===== src/rtl/demux_rr_dispatcher_pkg.sv =====
// Shared constants for the round-robin demux dispatcher and its arbiter helpers.
// Pure declarations: no logic, no latency, no flow control.
package demux_rr_dispatcher_pkg;
  localparam logic ST_IDLE     = 1'b0;
  localparam logic ST_SEND     = 1'b1;
  localparam int   DEMUX_MAX_N = 16;
endpackage


===== src/rtl/demux_rr_dispatcher_if.sv =====
// Producer/consumer bundle for demux_rr_dispatcher; chan_mask exists only with DEMUX_RR_DISPATCHER_MASK_EN.
// slave = dispatcher side, master = producer plus consumers side.
interface demux_rr_dispatcher_if #(
  parameter int N = 8,
  parameter int W = 1
);
  localparam int SW = $clog2(N);

  logic          in_valid;
  logic          in_ready;
  logic [W-1:0]  in_data;
  logic          sel_mode;
  logic [SW-1:0] sel;
  logic [N-1:0]  out_valid;
  logic [N-1:0]  out_ready;
  logic [W-1:0]  out_data;
  logic [SW-1:0] cur_sel;
  logic          busy;
`ifdef DEMUX_RR_DISPATCHER_MASK_EN
  logic [N-1:0]  chan_mask;

  modport slave (
    input  in_valid, in_data, sel_mode, sel, out_ready, chan_mask,
    output in_ready, out_valid, out_data, cur_sel, busy
  );
  modport master (
    output in_valid, in_data, sel_mode, sel, out_ready, chan_mask,
    input  in_ready, out_valid, out_data, cur_sel, busy
  );
`else
  modport slave (
    input  in_valid, in_data, sel_mode, sel, out_ready,
    output in_ready, out_valid, out_data, cur_sel, busy
  );
  modport master (
    output in_valid, in_data, sel_mode, sel, out_ready,
    input  in_ready, out_valid, out_data, cur_sel, busy
  );
`endif
endinterface


===== src/rtl/rr_pick.sv =====
// Combinational round-robin picker: first asserted req strictly after last, wrapping modulo N.
// Zero latency; gnt_idx is only meaningful when any_req=1.
module rr_pick #(
  parameter int N  = 8,
  parameter int SW = $clog2(N)
) (
  input  logic [N-1:0]  req,
  input  logic [SW-1:0] last,
  output logic [SW-1:0] gnt_idx,
  output logic          any_req
);
  always_comb begin
    int idx;
    idx     = 0;
    gnt_idx = '0;
    any_req = 1'b0;
    // Walk from farthest to nearest so the closest requester after last wins.
    for (int off = N; off >= 1; off--) begin
      idx = (int'(last) + off) % N;
      if (req[SW'(idx)]) begin
        gnt_idx = SW'(idx);
        any_req = 1'b1;
      end
    end
  end
endmodule


===== src/rtl/demux_rr_dispatcher.sv =====
// 1xN dispatcher holding one word; out_valid one cycle after accept, 1 word/cycle; in_ready = idle or held word leaving.
// Optional channel masking under DEMUX_RR_DISPATCHER_MASK_EN.
module demux_rr_dispatcher
  import demux_rr_dispatcher_pkg::*;
#(
  parameter int N = 8,
  parameter int W = 1
) (
  input  logic           clk,
  input  logic           rst_n,
  demux_rr_dispatcher_if.slave bus
);
  localparam int SW = $clog2(N);

  if (N < 2 || N > DEMUX_MAX_N) begin : g_bad_n
    $error("demux_rr_dispatcher: N out of range");
  end

  logic          state;
  logic          state_nxt;
  logic [SW-1:0] last;
  logic [SW-1:0] cur_sel_q;
  logic [W-1:0]  data_q;
  logic [SW-1:0] rr_last;
  logic [SW-1:0] rr_next;
  logic [SW-1:0] rr_gnt;
  logic [SW-1:0] sel_mod;
  logic [SW-1:0] dest;
  logic [N-1:0]  rr_req;
  logic          rr_any;
  logic          rr_block;
  logic          xfer;
  logic          accept;

  assign xfer    = (state == ST_SEND) && bus.out_ready[cur_sel_q];
  assign accept  = bus.in_valid && bus.in_ready;
  // A word accepted on the transfer edge searches from the channel just granted.
  assign rr_last = xfer ? cur_sel_q : last;
  assign rr_next = (rr_last == SW'(N - 1)) ? '0 : rr_last + SW'(1);

`ifdef DEMUX_RR_DISPATCHER_MASK_EN
  assign rr_req   = bus.out_ready & bus.chan_mask;
  assign rr_block = !bus.sel_mode && (bus.chan_mask == '0);
`else
  assign rr_req   = bus.out_ready;
  assign rr_block = 1'b0;
`endif

  rr_pick #(.N(N), .SW(SW)) u_rr_pick (
    .req     (rr_req),
    .last    (rr_last),
    .gnt_idx (rr_gnt),
    .any_req (rr_any)
  );

  always_comb begin
    sel_mod = bus.sel;
    if (int'(bus.sel) >= N) sel_mod = SW'(int'(bus.sel) - N);
  end

  always_comb begin
    dest = rr_any ? rr_gnt : rr_next;
    if (bus.sel_mode) dest = sel_mod;
  end

  always_ff @(posedge clk or negedge rst_n) begin
    if (!rst_n) state <= ST_IDLE;
    else        state <= state_nxt;
  end

  always_comb begin
    state_nxt = state;
    if (state == ST_IDLE) begin
      if (accept) state_nxt = ST_SEND;
    end else begin
      if (xfer && !accept) state_nxt = ST_IDLE;
    end
  end

  always_comb begin
    bus.in_ready  = 1'b0;
    bus.out_valid = '0;
    bus.busy      = 1'b0;
    if (state == ST_IDLE) begin
      bus.in_ready = !rr_block;
    end else begin
      bus.in_ready  = xfer && !rr_block;
      bus.out_valid = N'(1) << cur_sel_q;
      bus.busy      = 1'b1;
    end
  end

  always_ff @(posedge clk or negedge rst_n) begin
    if (!rst_n) begin
      last      <= SW'(N - 1);
      cur_sel_q <= '0;
      data_q    <= '0;
    end else begin
      if (xfer) last <= cur_sel_q;
      if (accept) begin
        data_q    <= bus.in_data;
        cur_sel_q <= dest;
      end
    end
  end

  assign bus.out_data = data_q;
  assign bus.cur_sel  = cur_sel_q;
endmodule

===== src/flat_wrapper.sv =====
// flat-port wrapper written by rule: the top's interface ports become plain ports
module demux_rr_dispatcher_flat import demux_rr_dispatcher_pkg::*;
#(
  parameter int N = 8,
  parameter int W = 1
)
  (clk, rst_n, bus_in_valid, bus_in_data, bus_sel_mode, bus_sel, bus_out_ready, bus_in_ready, bus_out_valid, bus_out_data, bus_cur_sel, bus_busy);
  demux_rr_dispatcher_if #(.N(N), .W(W)) bus_i ();
  input  logic clk;
  input  logic rst_n;
  input wire logic [$bits(bus_i.in_valid)-1:0] bus_in_valid;
  input wire logic [$bits(bus_i.in_data)-1:0] bus_in_data;
  input wire logic [$bits(bus_i.sel_mode)-1:0] bus_sel_mode;
  input wire logic [$bits(bus_i.sel)-1:0] bus_sel;
  input wire logic [$bits(bus_i.out_ready)-1:0] bus_out_ready;
  output wire logic [$bits(bus_i.in_ready)-1:0] bus_in_ready;
  output wire logic [$bits(bus_i.out_valid)-1:0] bus_out_valid;
  output wire logic [$bits(bus_i.out_data)-1:0] bus_out_data;
  output wire logic [$bits(bus_i.cur_sel)-1:0] bus_cur_sel;
  output wire logic [$bits(bus_i.busy)-1:0] bus_busy;
  assign bus_i.in_valid = bus_in_valid;
  assign bus_i.in_data = bus_in_data;
  assign bus_i.sel_mode = bus_sel_mode;
  assign bus_i.sel = bus_sel;
  assign bus_i.out_ready = bus_out_ready;
  assign bus_in_ready = bus_i.in_ready;
  assign bus_out_valid = bus_i.out_valid;
  assign bus_out_data = bus_i.out_data;
  assign bus_cur_sel = bus_i.cur_sel;
  assign bus_busy = bus_i.busy;
  demux_rr_dispatcher #(.N(N), .W(W)) u_core (.clk(clk), .rst_n(rst_n), .bus(bus_i));
endmodule

===== config.mk =====
export PLATFORM = sky130hd
export DESIGN_NAME = demux_rr_dispatcher_flat
export DESIGN_NICKNAME = d
export VERILOG_FILES = /design/src/rtl/demux_rr_dispatcher_pkg.sv /design/src/rtl/demux_rr_dispatcher_if.sv /design/src/rtl/rr_pick.sv /design/src/rtl/demux_rr_dispatcher.sv /design/src/flat_wrapper.sv
export SDC_FILE = /design/constraint.sdc
export NUM_CORES = 1
export LEC_CHECK = 0
export ABC_AREA = 1
export ABC_CLOCK_PERIOD_IN_PS = 3000
export BUFFER_PORTS_ARGS = -buffer_cell sky130_fd_sc_hd__buf_4
export CAP_MARGIN = 20
export CORE_MARGIN = 2
export CORE_UTILIZATION = 55
export CTS_BUF_LIST = sky130_fd_sc_hd__clkbuf_8 sky130_fd_sc_hd__clkbuf_16
export DETAILED_ROUTE_END_ITERATION = 16
export PLACE_DENSITY = 0.81
export SLEW_MARGIN = 25
export SYNTH_ARGS = -nofsm -noshare
export SYNTH_HDL_FRONTEND = slang
export SYNTH_SLANG_ARGS = --single-unit

===== constraint.sdc =====
create_clock -name clk -period 3 [get_ports clk]
set_clock_uncertainty 0.05 [all_clocks]
set_input_delay 0.6 -clock clk [delete_from_list [all_inputs] [get_ports clk]]
set_output_delay 0.6 -clock clk [all_outputs]
set_load 0.05 [all_outputs]

After elaboration in Yosys (flattened, before gate mapping):

Index checks and enable logic that the tools add are counted.

* bits of input ports: 16
* output and inout bits: 14
* flip-flop bits (word level): 8

* reductions and logical operators: 4
* add/sub/neg operators: 9
* mux-type cells: 52
* equality and inequality tests: 1
* $lt $le $gt $ge: 9
* shifts and indexed selects: 1

Operator list (count)
* $lt 3x5->1 const B: 8
* $mux 3: 12
* $mux 1: 30
* $bmux 1 s3: 9
* $add 3x3->3 const B: 4
* $add 3x1->3 const B: 3
* $mux 8: 1
* $shl 1x3->8 const A: 1
* $add 3x2->3 const B: 2
* $lt 3x4->1 const B: 1
* $eq 3x3->1 const B: 1
* $logic_and 1x1->1: 3
* $logic_not 1->1: 1

Longest topological paths before layout:

Gate-level depths: netlist (run 1).

* word-level depth: 18
* depth in mapped cells: 28
* mapped depth without buffers: 27

Hierarchy:

Synthesis (run 1) repeated with hierarchy kept, for this count alone.

* cells, all modules: 213
* area total of the unflattened synthesis: 1276.2 um^2

Modules (own cells, without submodules)
* rr_pick: times used 1, cells an instance 123, area an instance 666.9 um^2
* demux_rr_dispatcher: times used 1, cells an instance 90, area an instance 609.3 um^2

Least setup slack after synthesis (run 1):

No wires, ideal clock.

* kind: register to register
* from: register u_core.cur_sel_q[0] (netlist: u_core.bus.cur_sel[0])
* to: register u_core.cur_sel_q[1] (netlist: u_core.bus.cur_sel[1])
* cell stages (with the launch flop): 27
* data arrival time: 2946 ps
* buffers on the path: 1
* slack: -62 ps
* period minus slack after synthesis: 3062 ps
* library setup time: 66 ps
* cells stage by stage: dfrtp_1 inv_2 nand2_1 nand2_1 nand2_1 nand3_4 nand3_4 nand2_2 nand2_2 buf_6 ha_1 inv_1 nand2_1 and2_1 nand2_1 nand2_1 nor2_1 nand2_1 nor2_4 nor2_2 nor2_2 nand2_1 nand2_1 inv_1 nand2_1 nand2_1 nand2_1

* longest elaborated chain between the ends: 18
* elaborated cells between the ends (all ways): 59

Ends and longest elaborated chain
* from (decl): RTL line demux_rr_dispatcher.sv:22 `logic [SW-1:0] cur_sel_q;`
* from (signal assigned): RTL line demux_rr_dispatcher.sv:102 `cur_sel_q <= dest;`
* $bmux 1 s3: RTL line demux_rr_dispatcher.sv:35 `assign xfer = (state == ST_SEND) && bus.out_ready[cur_sel_q];`
* $mux 1 (implied by the code): RTL line demux_rr_dispatcher.sv:35
* $logic_and 1x1->1: RTL line demux_rr_dispatcher.sv:35
* $mux 3 *: RTL line demux_rr_dispatcher.sv:38 `assign rr_last = xfer ? cur_sel_q : last;`
* named net u_core.rr_last[0]: RTL line demux_rr_dispatcher.sv:24 `logic [SW-1:0] rr_last;`
* $add 3x1->3: RTL line rr_pick.sv:19 `idx = (int'(last) + off) % N;`
* $bmux 1 s3: RTL line rr_pick.sv:20 `if (req[SW'(idx)]) begin`
* $mux 1 (implied by the code) (2 in series): RTL line rr_pick.sv:20
* $mux 3 / $mux 1 (equally long branches) (8 in series): RTL line rr_pick.sv:20
* $mux 3 *: RTL line demux_rr_dispatcher.sv:62 `dest = rr_any ? rr_gnt : rr_next;`
* $mux 3 *: RTL line demux_rr_dispatcher.sv:63 `if (bus.sel_mode) dest = sel_mod;`

Mark *: on every way through the listed nets, which the timed path passes. The rest lies on a longest branch. The select of a mux whose other input is x is not followed.
A chain may end at the register's enable or synchronous reset.

Worst setup path in the final report (run 1):

* from: register u_core.cur_sel_q[0] (netlist: u_core.bus.cur_sel[0])
* to: register u_core.cur_sel_q[1] (netlist: u_core.bus.cur_sel[1])

* longest elaborated chain between the ends: 18
* elaborated cells between the ends (all ways): 59

Ends and longest elaborated chain (RTL line)
* $bmux 1 s3: demux_rr_dispatcher.sv:35
* $mux 1 (implied by the code): demux_rr_dispatcher.sv:35
* $logic_and 1x1->1: demux_rr_dispatcher.sv:35
* $mux 3: demux_rr_dispatcher.sv:38
* $add 3x1->3: rr_pick.sv:19
* $bmux 1 s3: rr_pick.sv:20
* $mux 1 (implied by the code) (2 in series): rr_pick.sv:20
* $mux 3 / $mux 1 (equally long branches) (8 in series): rr_pick.sv:20
* $mux 3: demux_rr_dispatcher.sv:62
* $mux 3: demux_rr_dispatcher.sv:63

Parallel ways exist; a longest one is shown, timed or not. The select of a mux whose other input is x is not followed.

==> results.md, run 1 <==
* Status: complete, no violations
* Min Hold Slack at 0.132 ns
* Largest net degree at the start of global routing at 12
* Diode count at 0
* Row count at 18
* Area Overhead vs Synth at 43.7%
* Die area at 2920 um2
* Initial DRC count at 111
* # IOs at 30
* Synth Cell Area at 1380 um2
* Worst-Margin Slew at 0.319 ns
* Total clock sinks at 8
* Hold Violations, Final at 0
* Number of global-route vias before repair at 1,400
* FMAX at 339 MHz
* RSZ-0062 raised after global routing: yes
* Max Cap Violations at 0
* Starting density of the core at 0.567
* GR Overflow Total at 0
* Startpoint Class: flop
* Tcrit/Tclk final at 0.982
* Cells after Synth at 245
* Clock root cell: clkbuf_8
* Via count at 1,801
* DRC viols at 0
* Commonest non-fill, non-tap cell in the layout: nand2_1
* Crit-path max cell delay at 0.47 ns
* Slowest CP cell: dfrtp_2
* Mapped Nets at 264
* GRT Util Overall at 0.252
* Via density at 5.56
* Yosys cell types at 26
* CTS tree: yes
* Pins Over Slew Limit at 0
* Finished Layout Cells at 324
* Reg2reg path depth at 26
* Total core area at 2430 um2
* Crit-path most repeated cell: nand2_1
* Top post-synthesis cells by area: nand2_1 31%, dfrtp_1 9.1%, nand2_2 8.6%, nand3_1 8.3%, inv_1 6.5%
* Num CTS Buffers at 3
* Critical Path Sink Type: flop
* Yosys warnings at 0
* Register area share after synthesis at 0.148
* Placed cell area at 1640 um2
* CP max FO at 11
* Commonest cells after routing, fill and taps aside: 93 x nand2_1, 47 x buf_4, 29 x nand2_2, 23 x inv_1, 19 x nand3_1
* Worst path arrival time at 3.01 ns
* Total wire length at 4620 um
* Synth top area share at 0.308
* Rel. slew slack at 0.788
* HPWL Detailed at 2790 um
* Syn_area_per_cell at 5.63 um2
* Initial antenna violation count at 0
* Worst skew pair latency at 0.22 ns
* 1st-pass router iterations at 5
* # port buffers at 29
* Final Critical Period at 2.95 ns
* H-tree depth at 1
* Final core utilization at 0.815
* Avg WL per Cell at 14.2 um
* Register bit total from synthesis at 8
* Hold Crit Class: primary input to async pin
* Nets at 314
* First-pass GRT wire length at 5570 um
* Yosys top cell by area: nand2_1
* Die Y at 54.1 um
* WP data required at 3.06 ns
* Post-CTS Hold Buffers at 0
* Share of cells above drive strength 1 at 0.435
* Die W at 54.1 um
* Final GP Congestion at 0.880
* Finish-stage setup viols at 0
* Antenna-violating nets left at 0
* CTS clk-pin slew, worst paths at 0.04 ns
* CTS Buffer Depth at 2
* Cell area after layout at 1980 um2
* Critical path class: flop to flop
* Placed cell count at 307
## timing repair
| action | 4_1_cts | 5_1_grt |
|---|---|---|
| setup buffers | 0 | 12 |
| endpoints found under the setup margin | 0 | 3 |
| resized for setup | 0 | 53 |
## cell families after synthesis
logic type / after synthesis / synth area share
compound gates: 12 / 0.0590
fa+ha+maj: 3 / 0.0272
buf+inv: 30 / 0.106
flops: 8 / 0.148
mux: 1 / 0.00817
simple gates: 191 / 0.652
## through the flow
step	setup slack [ns]	setup TNS, ns
2_1_floorplan	0.0562	0
3_3_place_gp	0.00338	0
3_5_place_dp	-0.00903	-0.00903
4_1_cts	0.0424	0
5_1_grt	-0.146	-0.260
6_report	0.0544	0
## cell type report
class	instances	area, um2
Inverter	25	98.8
Clock inverter	1	3.75
Multi-Input combinational cell	207	1210
Timing Repair Buffer	50	380
Tap cell	30	37.5
Fill cell	159	450
Clock buffer	3	41.3
Sequential cell	8	206
## metal layers
layer / track usage / up-vias / wire length, um
li1: - / 869 / -
met1: 0.336 / 822 / 1910
met2: 0.457 / 98 / 2290
met3: 0.0222 / 12 / 336
met4: 0.0208 / 0 / 80
met5: 0 / - / 0
## critical path: cells and delay by family (launching register included)
family / cells / cell delay (ns)
buffers and inverters: 2 / 0.23
AND/OR/NAND/NOR: 23 / 1.96
flip-flops: 1 / 0.47
AO/OA/AOI/OAI: 1 / 0.14
## final timing paths
path,start,to,slack [ns]
max in group asynchronous,rst_n,u_core.last[2],2.56
min reg2reg,u_core.bus.out_data,u_core.bus.out_data,0.46
min,rst_n,u_core.bus.out_data,0.13
max,u_core.bus.cur_sel[0],u_core.bus.cur_sel[1],0.05
min in group clk,u_core.bus.out_data,u_core.bus.out_data,0.46
max reg2reg,u_core.bus.cur_sel[0],u_core.bus.cur_sel[1],0.05
## flip-flops by register name (all words and copies together), names as in the netlist
name                 count
u_core.bus.cur_sel       3
u_core.bus.out_data      1
u_core.last              3
u_core.state             1
## cell usage after synthesis
| cell type | n |
|---|---|
| nand2_1 | 113 |
| inv_1 | 24 |
| nand3_1 | 23 |
| nand2_2 | 19 |
| nor2_1 | 18 |
| a21oi_1 | 5 |
| dfrtp_1 | 5 |
| nand4_1 | 4 |
| nor2_2 | 4 |
| buf_6 | 3 |
| dfstp_2 | 3 |
| ha_1 | 3 |
| nand3_2 | 3 |
| nand3_4 | 3 |
| a21oi_2 | 2 |
| nand2_4 | 2 |
| o21ai_0 | 2 |
| a22oi_2 | 1 |
| and2_1 | 1 |
| buf_8 | 1 |
| clkbuf_1 | 1 |
| inv_2 | 1 |
| mux2_2 | 1 |
| nor2_4 | 1 |
| o21ai_2 | 1 |
| o21bai_1 | 1 |
Power of run 1 is not shown: default switching activity piles up to over one toggle a cycle in this logic, so the estimate is an artifact.
==> run 2, diff against run 1 <==
- ABC_CLOCK_PERIOD_IN_PS: 3000 -> 2700
- CORE_UTILIZATION: 55 -> 50
- PLACE_DENSITY: 0.81 -> 0.77
- clock period: 3 -> 2.7 ns (I/O delays scaled with it)
==> results.md, run 2 (synthesis gave the netlist of run 1 again) <==
* Total wire length at 5960 um (was 4620 um)
* Buf/Inv on CP at 2 (unchanged)
* Die area at 3190 um2 (was 2920 um2)
* Area Overhead vs Synth at 70.3% (was 43.7%)
* Number of global-route vias before repair at 1,671 (was 1,400)
* Row count at 19 (was 18)
* Finish-stage setup viols at 3 (was 0)
* Slowest CP cell: dfrtp_4 (was dfrtp_2)
* CP top delay family: simple AND/OR/NAND/NOR gates (unchanged)
* Via density at 5.80 (was 5.56)
* Pins Over Slew Limit at 0 (unchanged)
* Die W at 56.5 um (was 54.1 um)
* Starting density of the core at 0.513 (was 0.567)
* Crit-path most repeated cell: nand2_1 (unchanged)
* GR Overflow Total at 0 (unchanged)
* H-tree depth at 1 (unchanged)
* HPWL Detailed at 3420 um (was 2790 um)
* Worst path arrival time at 3.05 ns (was 3.01 ns)
* CTS clk-pin slew, worst paths at 0.04 ns (about the same)
* Rel. slew slack at 0.776 (was 0.788)
* Reg2reg start: u_core.bus.cur_sel[0] (unchanged)
* Largest net degree at the start of global routing at 11 (was 12)
* Crit path cell chain: inv_6, nand2_1, nand2_1, nand2_2, nand3_4, nand3_4, nand2_4, nand2_2, ha_4, nand2_2, and2_4, nand2_2, nand2_2, nor2_1, nand2_1, nor2_4, buf_4, o21ai_1, nand2_1, nand2_1, nand2_1, nand2_1
* GRT Util Overall at 0.288 (was 0.252)
* Final setup TNS at -0.824 ns (was 0 ns)
* Tcrit/Tclk final at 1.11 (was 0.982)
* Worst r2r dst: u_core.bus.cur_sel[2] (was u_core.bus.cur_sel[1])
* DRC viols at 0 (unchanged)
* Critical Path Sink Type: flop (unchanged)
* Nets at 346 (was 314)
* Crit-path max cell delay at 0.52 ns (was 0.47 ns)
* Post-CTS Hold Buffers at 0 (unchanged)
* Status: finished with violations (was complete, no violations)
* Total core area at 2690 um2 (was 2430 um2)
* Worst skew pair latency at 0.23 ns (was 0.22 ns)
* Total clock sinks at 8 (unchanged)
* Diode count at 0 (unchanged)
* Final Critical Period at 2.99 ns (was 2.95 ns)
* # IOs at 30 (unchanged)
* CP max FO at 7 (was 11)
* R2R setup slack at -0.29 ns (was 0.05 ns)
* 1st-pass router iterations at 7 (was 5)
* Num CTS Buffers at 3 (unchanged)
* Via count at 2,071 (was 1,801)
* Share of cells above drive strength 1 at 0.546 (was 0.435)
* Clock root cell: clkbuf_8 (unchanged)
* Avg WL per Cell at 16.7 um (was 14.2 um)
* Max Cap Violations at 0 (unchanged)
* Worst-Margin Slew at 0.336 ns (was 0.319 ns)
* Reg2reg path depth at 22 (was 26)
* FMAX at 335 MHz (was 339 MHz)
* Die Y at 56.5 um (was 54.1 um)
* Critical path class: flop to flop (unchanged)
* WP data required at 2.76 ns (was 3.06 ns)
* Violated checks: negative setup slack
* Commonest cells after routing, fill and taps aside: 85 x nand2_1, 76 x buf_4, 36 x nand2_2, 21 x inv_1, 16 x nor2_1 (was 93 x nand2_1, 47 x buf_4, 29 x nand2_2, 23 x inv_1, 19 x nand3_1)
* Setup slack after layout at -0.289 ns (was 0.0544 ns)
* CTS tree: yes (unchanged)
* Startpoint Class: flop (unchanged)
* Initial antenna violation count at 0 (unchanged)
* # port buffers at 29 (unchanged)
* RSZ-0062 raised after global routing: yes (unchanged)
* Final GP Congestion at 0.939 (was 0.880)
* Hold Violations, Final at 0 (unchanged)
* Commonest non-fill, non-tap cell in the layout: nand2_1 (unchanged)
* Hold Crit Class: primary input to async pin (unchanged)
* Antenna-violating nets left at 0 (unchanged)
* Min Hold Slack at 0.0719 ns (was 0.132 ns)
* Initial DRC count at 237 (was 111)
* CTS Buffer Depth at 2 (unchanged)
* First-pass GRT wire length at 7330 um (was 5570 um)
-- run 2: cell count changes in the layout (fill, tap and decap cells not counted), moves of 7 or more --
| cell | before | now |
|---|---|---|
| nand2_1 | 93 | 85 |
| buf_4 | 47 | 76 |
| nand3_1 | 19 | 12 |
| nand2_2 | 29 | 36 |
| nand3_2 | 6 | 13 |
-- run 2: worst max path at each step --
stage / from / endpoint / slack [ns] / cells past startpoint
3_3_place_gp: bus_out_ready[3] / u_core.bus.cur_sel[2] / -0.18 / 24
3_5_place_dp: bus_out_ready[3] / u_core.bus.cur_sel[1] / -0.21 / 26
2_1_floorplan: u_core.bus.cur_sel[0] / u_core.bus.cur_sel[1] / -0.12 / 24
4_1_cts: u_core.bus.cur_sel[0] / u_core.bus.cur_sel[1] / -0.13 / 24
6_report: u_core.bus.cur_sel[0] / u_core.bus.cur_sel[2] / -0.29 / 22
5_1_grt: u_core.bus.cur_sel[0] / u_core.bus.cur_sel[1] / -0.46 / 24
-- run 2: what timing repair did --
item,in CTS,in global routing
setup buffers,4,6
setup endpoints to repair,3,3
resized for setup,16,40
cloned,0,0
pin swaps,10,16
-- run 2: cell type report --
type                    instances  area (um2)
multi-input cells             207        1290
fillers                       142         338
clock buffers                   3        41.3
repair buffers                 82         656
clock inverters                 1        3.75
flip-flops and latches          8         210
inverters                      25         104
well taps                      31        38.8
-- run 2: per-stage QoR --
step	instance area, um2	worst slack [ns]	std cells	utilization
6_report	2350	-0.289	357	0.874
5_1_grt	2350	-0.461	357	0.874
4_1_cts	2150	-0.125	351	0.800
3_5_place_dp	2010	-0.205	343	0.748
3_3_place_gp	2010	-0.178	343	0.748
2_1_floorplan	1460	-0.123	245	-
-- run 2: routing by layer --
metal / track usage / routed length (um) / part of all wire
met5: 0 / 0 / 0
met1: 0.401 / 2310 / 0.39
met4: 0.0510 / 218 / 0.037
met2: 0.493 / 2960 / 0.50
met3: 0.0207 / 466 / 0.078
Power of run 2 is left out for the same reason.
